**src/rtl/knn_pkg.sv**
```systemverilog
// Shared definitions for the k-NN datapath: fetch FSM encoding, sample
// stride and packed-word slicing helpers used by the fetch and distance stages.
// Latency: n/a (types and constant functions only). Backpressure: n/a.
package knn_pkg;

  typedef enum logic [1:0] {
    IDLE   = 2'd0,
    FETCH  = 2'd1,
    DRAIN  = 2'd2,
    COMMIT = 2'd3
  } fetch_state_t;

  // Default stride for M=N=2; modules with other geometries use sample_stride().
  localparam int SAMPLE_STRIDE = 2 * 2 + 1;

  // Memory words per training sample: M*N feature words plus one type word.
  function automatic int sample_stride(input int m, input int n);
    return m * n + 1;
  endfunction

  // Low bit of packed word j in a vector of w-bit words.
  function automatic int word_lo(input int j, input int w);
    return j * w;
  endfunction

endpackage

```
**src/rtl/training_data_fetch.sv**
```systemverilog
// Reads one training sample (M*N feature words + type word) per request and commits it.
// Latency: request sampled at edge k gives read_done in cycle k+M*N+3; one sample per M*N+4 cycles.
// Backpressure: data_request is a level sampled only in IDLE; requests are ignored once exhausted.
//
// Ports: clk/rst (sync, active-high); restart rewinds the sample index; data_request asks for
// the next sample; mem_en/mem_addr/mem_rdata form a 1-cycle-latency read port; training_data,
// training_data_type hold the last committed sample; read_done pulses on commit; exhausted is a level.
module training_data_fetch
  import knn_pkg::*;
#(
  parameter int M            = 2,
  parameter int N            = 2,
  parameter int W            = 8,
  parameter int TYPE_W       = 2,
  parameter int MAX_ELEMENTS = 16,
  parameter int MEM_AW       = 16
) (
  input  logic                clk,
  input  logic                rst,
  input  logic                restart,
  input  logic                data_request,
  output logic                mem_en,
  output logic [MEM_AW-1:0]   mem_addr,
  input  logic [W-1:0]        mem_rdata,
  output logic [W*M*N-1:0]    training_data,
  output logic [TYPE_W-1:0]   training_data_type,
  output logic                read_done,
  output logic                exhausted
);

  localparam int WORDS = M * N;
  localparam int CW    = $clog2(WORDS + 1);
  localparam int IW    = $clog2(MAX_ELEMENTS + 1);

  localparam logic [CW-1:0]     LAST_CNT = CW'(WORDS);
  localparam logic [IW-1:0]     LAST_IDX = IW'(MAX_ELEMENTS);
  localparam logic [MEM_AW-1:0] STRIDE_A = MEM_AW'(sample_stride(M, N));

  fetch_state_t        state;
  logic [CW-1:0]       cnt;          // word index currently on mem_addr
  logic                cap_vld;      // mem_rdata carries a word this cycle
  logic [CW-1:0]       cap_idx;      // which word of the sample mem_rdata holds
  logic [W*M*N-1:0]    shadow;
  logic [IW-1:0]       idx;
  logic [MEM_AW-1:0]   base;         // running s*(M*N+1), avoids a multiplier
  logic                restart_pend; // restart seen mid-fetch, applied on return to IDLE

  always_ff @(posedge clk) begin
    if (rst) begin
      state              <= IDLE;
      cnt                <= '0;
      cap_vld            <= 1'b0;
      cap_idx            <= '0;
      shadow             <= '0;
      idx                <= '0;
      base               <= '0;
      restart_pend       <= 1'b0;
      mem_en             <= 1'b0;
      mem_addr           <= '0;
      training_data      <= '0;
      training_data_type <= '0;
      read_done          <= 1'b0;
      exhausted          <= 1'b0;
    end else begin
      // Read data trails its address by one cycle, so the capture pipeline
      // follows mem_en/cnt by one stage.
      cap_vld   <= mem_en;
      cap_idx   <= cnt;
      read_done <= 1'b0;

      if (cap_vld && cap_idx != LAST_CNT) begin
        shadow[word_lo(int'(cap_idx), W) +: W] <= mem_rdata;
      end

      if (state != IDLE && restart) begin
        restart_pend <= 1'b1;
      end

      case (state)
        IDLE: begin
          if (restart) begin
            idx       <= '0;
            base      <= '0;
            exhausted <= 1'b0;
          end else if (data_request && !exhausted) begin
            state    <= FETCH;
            mem_en   <= 1'b1;
            mem_addr <= base;
            cnt      <= '0;
          end
        end

        FETCH: begin
          if (cnt == LAST_CNT) begin
            state    <= DRAIN;
            mem_en   <= 1'b0;
            mem_addr <= '0;
          end else begin
            mem_addr <= mem_addr + 1'b1;
            cnt      <= cnt + 1'b1;
          end
        end

        DRAIN: begin
          // The type word is on mem_rdata now; it goes straight into the
          // committed output together with the shadow, so everything becomes
          // visible in the COMMIT cycle alongside read_done.
          training_data      <= shadow;
          training_data_type <= mem_rdata[TYPE_W-1:0];
          read_done          <= 1'b1;
          idx                <= idx + 1'b1;
          base               <= base + STRIDE_A;
          exhausted          <= ((idx + 1'b1) == LAST_IDX);
          state              <= COMMIT;
        end

        COMMIT: begin
          // A rewind requested during this sample overrides the increment.
          if (restart || restart_pend) begin
            idx       <= '0;
            base      <= '0;
            exhausted <= 1'b0;
          end
          restart_pend <= 1'b0;
          state        <= IDLE;
        end

        default: state <= IDLE;
      endcase
    end
  end

endmodule

```
**config.mk**
```make
export PLATFORM = sky130hd
export DESIGN_NAME = training_data_fetch
export DESIGN_NICKNAME = d
export VERILOG_FILES = /design/src/rtl/knn_pkg.sv /design/src/rtl/training_data_fetch.sv
export SDC_FILE = /design/constraint.sdc
export NUM_CORES = 1
export LEC_CHECK = 0
export BUFFER_PORTS_ARGS = -buffer_cell sky130_fd_sc_hd__buf_2
export CORE_UTILIZATION = 39
export DETAILED_ROUTE_END_ITERATION = 10
export PLACE_DENSITY_LB_ADDON = 0.15
export SYNTH_ARGS = -nofsm -noshare
export SYNTH_HDL_FRONTEND = slang
export SYNTH_SLANG_ARGS = --single-unit
```
**constraint.sdc**
```tcl
create_clock -name clk -period 2.22 [get_ports clk]
set_clock_uncertainty 0.15 [all_clocks]
set_input_delay 0 -clock clk [delete_from_list [all_inputs] [get_ports clk]]
set_output_delay 0 -clock clk [all_outputs]
set_load 0.02 [all_outputs]
```
==> results of run 1 <==
==> layout make-up <==
class                   count  area, um2
repair buffers             98        617
inverters                  18       72.6
flip-flops and latches    116       2320
well taps                 172        215
clock buffers              19        443
fillers                  1226       6250
multi-input cells         387       2570
clock inverters            12        133
==> critical path: stages, from the launching register on <==
cell and delay, ns:
dfxtp_1 0.31, buf_4 0.14, ha_1 0.19, or2b_1 0.19, a21oi_4 0.10, or3_4 0.42
or3_1 0.35, a21oi_1 0.15
==> sequential cells by signal, summed over array words and instances (netlist names), 2 cells and up <==
| register | cells |
|---|---|
| mem_addr | 16 |
| training_data_type | 2 |
| cap_idx | 3 |
| base | 16 |
| cnt | 3 |
| shadow | 32 |
| training_data | 32 |
| idx | 5 |
| state | 2 |
==> report_power, final <==
| part | internal (uW) | switching [uW] |
|---|---|---|
| Sequential | 2160 | 64.1 |
| Clock | 1670 | 971 |
| Combinational | 467 | 718 |
| Total | 4300 | 1750 |
==> synth_stat cells, types with 2 or more instances <==
| cell | number | area [um2] |
|---|---|---|
| nor3b_2 | 2 | 25.0 |
| a31oi_1 | 3 | 18.8 |
| nand2_1 | 22 | 82.6 |
| nor3b_1 | 3 | 22.5 |
| and3_1 | 4 | 25.0 |
| a221oi_1 | 2 | 17.5 |
| nor4b_1 | 2 | 17.5 |
| mux2i_1 | 72 | 721 |
| a22oi_1 | 6 | 45.0 |
| nand4_1 | 5 | 31.3 |
| a32oi_1 | 2 | 17.5 |
| o22ai_1 | 3 | 18.8 |
| clkbuf_1 | 20 | 75.1 |
| xnor2_1 | 9 | 78.8 |
| and2_1 | 11 | 68.8 |
| inv_1 | 17 | 63.8 |
| or3_1 | 7 | 43.8 |
| o32ai_1 | 3 | 26.3 |
| nand3_1 | 19 | 95.1 |
| nand2b_1 | 2 | 12.5 |
| nor3_4 | 2 | 32.5 |
| nor4_1 | 5 | 31.3 |
| or2_2 | 2 | 12.5 |
| nand3b_1 | 2 | 15.0 |
| xor2_1 | 2 | 17.5 |
| o21ai_0 | 20 | 100 |
| dfxtp_1 | 116 | 2320 |
| nor3_1 | 11 | 55.1 |
| nor2b_1 | 9 | 56.3 |
| a21oi_1 | 28 | 140 |
| buf_2 | 10 | 50.1 |
| nor2_1 | 98 | 368 |
| ha_1 | 14 | 175 |
==> cell families (layout without fill, tap and decap cells) <==
logic type               count (synthesis)  in the layout
adder cells (fa/ha/maj)                 14             14
buffers and inverters                   49            147
AND/OR/NAND/NOR                        211            211
flip-flops                             116            116
AO/OA/AOI/OAI                           78             78
multiplexers                            73             73
XOR/XNOR                                11             11
==> metal layers <==
metal | vias up | GRT usage (%) | wire length, um
li1 | 2102 | - | -
met1 | 1991 | 25.7 | 5820
met2 | 96 | 30.0 | 5670
met3 | 10 | 5.96 | 636
met4 | 0 | 6.24 | 110
met5 | - | 0 | 0
==> repair_timing <==
action / 4_1_cts / 5_1_grt
gates resized for setup: 0 / 9
buffers inserted: 0 / 0
endpoints found under the setup margin: 0 / 31
hold endpoints to repair: 78 / 0
hold buffers: 10 / 0
==> stage by stage <==
step           cell area (um2)  setup slack, ns  std cells
5_1_grt                   6370         0.000847        822
3_3_place_gp              5670            0.126        781
6_report                  6370            0.137        822
3_5_place_dp              5670           0.0551        781
4_1_cts                   6340           0.0462        822
2_1_floorplan             5060            0.159        552
==> final timing paths <==
check / cells after the start / slack, ns / endpoint / from
max: 7 / 0.14 / base[14] / state[0]
min: 5 / 0.17 / mem_addr[13] / data_request
max reg2reg: 7 / 0.14 / base[14] / state[0]
min reg2reg: 1 / 0.34 / cap_vld / mem_en
==> results.md, run 1 <==
- Ant diodes: 0
- Most common cell after layout, fill and taps aside: dfxtp_1
- Most frequent cells in the layout: dfxtp_1, nor2_1, mux2i_1
- Worst endpoint required time: ~2.4 ns
- Core Region: roughly 13,000 um2
- Outcome: completed
- Tmin final: between 2 and 2.5 ns
- GRT Util Overall: about a fifth
- Clk pin slew, worst setup/hold paths: approximately 0.050 ns
- Post-layout util: approximately half
- Final nets: roughly 660
- CTS tree: yes
- Warnings from Yosys: 0
- Initial antenna violation count: 0
- Slew HR: roughly 64%
- Die W: between 100 and 150 um
- Cell count after synthesis: 552
- Sequential share of the synthesized area: a little under half
- Main combinational cell family by area after synthesis: simple AND/OR/NAND/NOR gates
- Endpoint type of the worst setup path: flop
- Max-cap violations: 0
- Overall routed net length: 12,200 um
- CTS H-Tree Depth: 4
- I/O Buffers: between 60 and 70
- Die H: between 100 and 150 um
- Area growth, synth to finish: 25.8%
- PD cells: 950 nW/um2
- Net Count, Synth: just under 600
- Synthesized area: roughly 5000 um2
- Max Transition Viols Final: 0
- GPL Wtd Cong: about 0.77
- Setup CP Type: reg -> reg
- CTS root buf: clkbuf_16
- Final hold violations: 0
- Multiplexer share of the synthesized area: between 10 and 15%
- TritonCTS buffer count: 17
- Share of layout cells above drive strength 1: a little over a fifth
- DRT antenna net count: 0
- Synth unique cells: 52
- Sink Count: between 100 and 150
- Crit path max fanout: 9
- Most common flop cell mapped by yosys: dfxtp_1
- Fmax: ~0.48 GHz
- Hold WC Path Type: in -> reg
- DR iter-0 viols: around 280
- Slew @ Worst Pin: approximately 0.53 ns
- WL/cell: around 15 um
- FF+latch count, synth: between 100 and 150
- Leakage power: roughly 0.0026 uW
- Max clock buf depth: 2
- Total number of vias: around 4.2k
- Skew-Pair Late Insertion Delay: about 0.42 ns
- Simple-gate share of the synthesized area: roughly a fifth
- Vias in the first global route: around 3.9k
- First-pass GRT wire length: around 20,000 um
- I/O Pins: between 60 and 70
- Global route overflow: 0
- Synth Area in Adders: under 10%
- Fin Setup TNS: 0 ns
- Final setup viols: 0
- Syn Area/Cell: ~9.2 um2
- Initial Utilization: about 40%
- CP Launch Type: flop
- Power after layout: approximately 6100 uW
- Crit path arrival time: between 2 and 2.5 ns
- Pin count of the biggest net entering global routing: approximately 100
- RSZ-0062 raised after global routing: false
- First drt pass iteration count: 4
- Die Footprint: between 10,000 and 15,000 um2
- Via density: ~5
- XOR/XNOR Fraction of Synth Area: ~1.9%
- Final hold slack: 0.168 ns
- Num rows: between 40 and 50
- Number of remaining DRC errors: 0
- EDFF count, synth: 0
- Async S/R FF share, synth: 0%
- Max IR drop VDD: between 0.5 and 0.6 mV
- Compound-Gate Fraction of Synth Area: roughly 9.7%
- Post-DP HPWL: around 8400 um
- Period utilization: 93.8%
Power figures use the tool's default switching activity.
==> run 2: changes to the inputs <==
--- a/config.mk
+++ b/config.mk
@@ -6,7 +6,9 @@
 export NUM_CORES = 1
 export LEC_CHECK = 0
 export BUFFER_PORTS_ARGS = -buffer_cell sky130_fd_sc_hd__buf_2
-export CORE_UTILIZATION = 39
+export CAP_MARGIN = 40
+export CORE_UTILIZATION = 52
+export CTS_BUF_LIST = sky130_fd_sc_hd__clkbuf_16
 export DETAILED_ROUTE_END_ITERATION = 10
 export PLACE_DENSITY_LB_ADDON = 0.15
 export SYNTH_ARGS = -nofsm -noshare
==> run 2 against run 1 <==
  * Die area fell by 25%
  * Non-clock buffer count fell by 4
  * Clock power rose by 3%
  * Maximum frequency fell by 0.37%
  * Sequential share of layout area rose by 0.15 points
  * Critical path type unchanged
  * Largest cell class unchanged
==> results.md, run 2 (same netlist as run 1, synthesis figures left out) <==
- Most common cell after layout, fill and taps aside: dfxtp_1
- Slew HR: slightly above 70%
- Die H: roughly 100 um
- GRT Util Overall: approximately 25%
- Initial antenna violation count: 0
- CTS root buf: clkbuf_16
- I/O Pins: 65
- Die W: roughly 100 um
- Fin Setup TNS: 0 ns
- DR iter-0 viols: ~190
- Regs by FF count: shadow (32), training_data (32)
- Initial Utilization: a little over half
- Sw Pwr: 1820 uW
- Global route overflow: 0
- Max IR drop VDD: between 0.6 and 0.7 mV
- Clk pin slew, worst setup/hold paths: about 0.060 ns
- CP Launch Type: flop
- CTS H-Tree Depth: 4
- Placement Cell Area: roughly 5600 um2
- Max Transition Viols Final: 0
- Sink Count: about 120
- Skew-Pair Late Insertion Delay: between 0.4 and 0.5 ns
- Max-cap violations: 0
- Fmax: roughly 0.48 GHz
- Number of remaining DRC errors: 0
- Area growth, synth to finish: 25.2%
- I/O Buffers: 64
- Via density: roughly 5.4
- Final nets: 660
- GPL Wtd Cong: a little over 0.8
- Num rows: 35
- Seq. cell area: 2320 um2
- Outcome: completed
- Internal power: 4270 uW
- DRT antenna net count: 0
- Core Region: around 9300 um2
- Most frequent cells in the layout: dfxtp_1, nor2_1, mux2i_1
- Crit path max fanout: 7
- RSZ-0062 raised after global routing: false
- Share of layout cells above drive strength 1: a little over a fifth
- Endpoint type of the worst setup path: flop
- Ant diodes: 0
- First drt pass iteration count: 5
- Post-DP HPWL: 7800 um
- Clk network pwr share: about 45%
- Final hold violations: 0
- CTS tree: yes
- Area of the multi-input gates: about 2600 um2
- Worst endpoint required time: approximately 2.4 ns
- Slew @ Worst Pin: 0.436 ns
- Final Instance Area: about 6300 um2
- Net Sw Frac: between 20 and 30%
- First-pass GRT wire length: a little under 20,000 um
- Setup CP Type: reg -> reg
- Hold WC Path Type: in -> reg
- Crit path arrival time: 2.28 ns
- Period utilization: 94.2%
- Pin count of the biggest net entering global routing: 66
- Leakage power: 0.00258 uW
- Comb pwr share: a little under a fifth
- Overall routed net length: between 10,000 and 15,000 um
- Tmin final: approximately 2.1 ns
- Reg power frac: 36.6%
- # fillers: 741
- Total number of vias: about 4.2k
- Vias in the first global route: about 4k
- Max clock buf depth: 2
- TritonCTS buffer count: 17
- WL/cell: approximately 15 um
- Final setup viols: 0
- PD cells: 961 nW/um2
- Die Footprint: 10,100 um2
-- run 2: cell types whose count changed in the layout (fill, tap and decap cells not counted), moves of 2 or more --
cell	before	now
inv_8	0	2
buf_4	22	17
inv_6	1	6
clkinvlp_4	6	2
-- run 2: layer usage --
layer	vias to the layer above	GRT usage [%]	part of all wire, %
met4	0	11.3	2.1
met1	1948	34.4	48
met3	23	5.41	5.9
met5	-	0	0
met2	149	36.7	44
li1	2089	-	-
-- run 2: final timing paths --
check | cells after the start | startpoint | slack (ns) | end
setup / recovery | 7 | state[0] | 0.13 | base[8]
hold / removal | 5 | data_request | 0.15 | state[1]
setup reg to reg | 7 | state[0] | 0.13 | base[8]
hold reg to reg | 2 | training_data[19] | 0.34 | training_data[19]
-- run 2: stage by stage --
| step | hold slack, ns | power, uW | instances | setup WS [ns] | utilization, % |
|---|---|---|---|---|---|
| after CTS | 0.127 | 6110 | 776 | 0.0377 | 67.6 |
| final | 0.155 | 6090 | 776 | 0.129 | 68.0 |
| after floorplan | -0.00284 | 3040 | 552 | 0.159 | - |
| after global placement | 0.122 | 3330 | 733 | 0.173 | 59.9 |
| after detailed placement | 0.135 | 3360 | 734 | 0.0838 | 60.2 |
| after global routing | 0.171 | 6350 | 776 | 0.00476 | 68.0 |
-- run 2: area by class of cell --
type,instances,share of cell area (%)
Tap cell,129,2.55
Timing Repair Buffer,94,9.71
Sequential cell,116,36.6
Clock buffer,17,6.71
Inverter,18,1.14
Clock inverter,15,2.64
Multi-Input combinational cell,387,40.6
-- run 2: what timing repair did --
item,in CTS,in global routing
resized for setup,0,7
hold endpoints to repair,55,0
setup buffers,0,0
setup endpoints to repair,0,27
hold buffers,10,0
-- run 2: power by group through the flow --
| stage | Clock, uW | Combinational (uW) | Sequential, uW |
|---|---|---|---|
| final | 2730 | 1130 | 2230 |
| after global routing | 2870 | 1230 | 2240 |
| after CTS | 2760 | 1110 | 2230 |
| after detailed placement | 0 | 1090 | 2270 |
| after global placement | 0 | 1060 | 2270 |
| after floorplan | 0 | 757 | 2280 |
-- run 2: critical path: stages, from the launching register on --
cell      delay, ns
dfxtp_1        0.39
inv_1          0.11
ha_1           0.26
clkinv_4       0.10
a21oi_4        0.08
or3_4          0.41
or3_1          0.36
a21oi_1        0.16
==> run 3: changes to the inputs <==
--- a/config.mk
+++ b/config.mk
@@ -5,6 +5,7 @@
 export SDC_FILE = /design/constraint.sdc
 export NUM_CORES = 1
 export LEC_CHECK = 0
+export ABC_AREA = 1
 export BUFFER_PORTS_ARGS = -buffer_cell sky130_fd_sc_hd__buf_2
 export CAP_MARGIN = 40
 export CORE_UTILIZATION = 52
==> run 3 against run 2 <==
  * Synthesized cell count grew 27%
  * Cell count grew 19%
  * Sequential cell count is the same
==> results.md, run 3 <==
- Worst hold path depth: 5
- Syn Area/Cell: roughly 7.5 um2
- Post-layout util: around two thirds
- Max-cap violations: 0
- Share of layout cells above drive strength 1: between 10% and 20%
- Synth top area share: 44.1%
- Cell count after synthesis: 700
- Hold-fix buffers at CTS: 11
- Hold WC Path Type: in -> reg
- Worst R2R Start: state[0]
- Area leader, netlist: dfxtp_1
- Max clock buf depth: 2
- DR iter-0 viols: about 210
- Post-CTS Resized: 0
- Pin count of the biggest net entering global routing: 53
- Synth area leaders: dfxtp_1, nor2_1, o21ai_0
- Endpoint type of the worst setup path: flop
- Die Footprint: 10,500 um2
- Final nets: roughly 800
- Regs by FF count: shadow (32), training_data (32)
- XOR/XNOR Fraction of Synth Area: 1.33%
- Final hold violations: 0
- DRT antenna net count: 0
- Worst endpoint required time: about 2.4 ns
- TritonCTS buffer count: 17
- Multiplexer share of the synthesized area: 0%
- Setup CP Type: reg -> reg
- Worst Hold Path EP: state[1]
- Top post-synthesis cells by count: nor2_1, dfxtp_1, nand2_1
- Number of remaining DRC errors: 0
- First-pass GRT wire length: ~22,000 um
- Via density: 5.32
- Die W: between 100 and 150 um
- Num rows: 36
- Placement Cell Area: roughly 5700 um2
- R2R Path End: mem_en
- Cell with the most instances after synthesis: nor2_1
- Warnings from Yosys: 0
- Synth unique cells: 43
- Reg2Reg Depth: 7
- Most frequent cells in the layout: nor2_1, dfxtp_1, nand2_1
- Tmin final: around 2.1 ns
- Period utilization: a little over nine tenths
- Initial Utilization: 53.8%
- Vias in the first global route: about 4.6k
- Hold path start: data_request
- Total number of vias: roughly 4.9k
- FF+latch count, synth: around 120
- Area growth, synth to finish: 21.5%
- FF-to-FF setup slack: approximately 0.10 ns
- CTS H-Tree Depth: 4
- # fillers: about 870
- Main combinational cell family by area after synthesis: simple AND/OR/NAND/NOR gates
- Core Region: ~10000 um2
- Max IR drop VDD: 0.684 mV
- Ant diodes: 0
- RSZ-0062 raised after global routing: false
- Sequential share of the synthesized area: between 40 and 50%
- Post-CTS Setup Inserts: 0
- Power after layout: slightly below 8000 uW
- Die H: 103 um
- Leakage power: slightly below 0.003 uW
- Post-Place Cells: between 800 and 900
- Synth Area in Adders: between 3 and 4%
- GPL Wtd Cong: ~0.83
- Most common cell after layout, fill and taps aside: nor2_1
- Crit path max fanout: 7
- Most common flop cell mapped by yosys: dfxtp_1
- Fin Setup TNS: 0 ns
- Overall routed net length: 13,500 um
- WL/cell: around 15 um
- Global route overflow: 0
- Synthesized area: between 5000 and 6000 um2
- Async S/R FF share, synth: 0%
- Initial antenna violation count: 0
- CTS tree: yes
- Max Transition Viols Final: 0
- Slew HR: 70.0%
- Final setup viols: 0
- Clk pin slew, worst setup/hold paths: approximately 0.060 ns
- EDFF count, synth: 0
- Fmax: 0.473 GHz
- Fin cells: 924
- GRT Util Overall: 27.1%
- PD cells: 1210 nW/um2
- Simple-gate share of the synthesized area: 25.8%
- Skew-Pair Late Insertion Delay: slightly above 0.4 ns
- I/O Pins: 65
- Net Count, Synth: 726
- Slew @ Worst Pin: approximately 0.45 ns
- I/O Buffers: 64
- CP Launch Type: flop
- Outcome: completed
- Crit path arrival time: between 2 and 2.5 ns
- Final Instance Area: 6390 um2
- Post-DP HPWL: 9260 um
- First drt pass iteration count: 5
- Compound-Gate Fraction of Synth Area: 17.4%
- Sink Count: 116
- CTS root buf: clkbuf_16
run 3: cell types whose count changed in the layout (fill, tap and decap cells not counted), sizes merged, moves of 7 or more:
cell	change
nand2	+83
mux2i	-72
o21ai	+63
inv	+48
a21oi	+30
nor2	+30
nand3	+18
and2	-11
nand4	+10
nor2b	-9
buf	-8
or3	-7
xnor2	-7
run 3: worst max path at each step:
stage	cells after the start	from	slack [ns]	end
5_1_grt	8	cap_idx[0]	0.01	shadow[1]
4_1_cts	7	state[0]	0.12	mem_en
6_report	7	state[0]	0.10	mem_en
3_5_place_dp	8	cap_idx[0]	0.20	shadow[2]
2_1_floorplan	11	cap_idx[0]	0.39	shadow[14]
3_3_place_gp	9	cap_idx[0]	0.30	shadow[4]
run 3: layout make-up:
type,instances,area (um2),share of cell area (%)
clock buffers,17,425,6.65
clock inverters,15,158,2.47
inverters,72,273,4.27
multi-input cells,484,2510,39.3
flip-flops and latches,116,2320,36.3
well taps,133,166,2.60
repair buffers,87,533,8.34
run 3: kinds of logic after synthesis:
| group | after synthesis |
|---|---|
| and+or+nand+nor | 298 |
| AOI/OAI and AO/OA | 164 |
| DFF | 116 |
| buffers and inverters | 100 |
| adders and majority gates | 14 |
| xor gates and xnor gates | 8 |
run 3: metal layers:
layer / up-vias / track usage (%) / wire length [um]
li1: 2462 / - / -
met3: 23 / 6.64 / 649
met4: 0 / 11.2 / 282
met2: 151 / 47.1 / 6820
met5: - / 0 / 0
met1: 2280 / 31.8 / 5780
run 3: power by group:
part	switching [uW]	internal (uW)
logic	1640	721
registers	235	2450
clock network	1010	1650
total	2880	4820
run 3: worst max-delay path: stages, from the launching register on:
cell           delay (ns)
dfxtp_1              0.38
inv_1                0.10
ha_1                 0.22
buf_4                0.18
o21ai_4              0.09
dlygate4sd3_1        0.66
o211ai_1             0.11
a21oi_1              0.15
run 3: stage by stage:
step	worst slack, ns	hold WS, ns
after floorplan	0.386	-0.0667
after global placement	0.299	0.120
after detailed placement	0.202	0.133
after CTS	0.122	0.0139
after global routing	0.0115	0.0476
final	0.104	0.0218
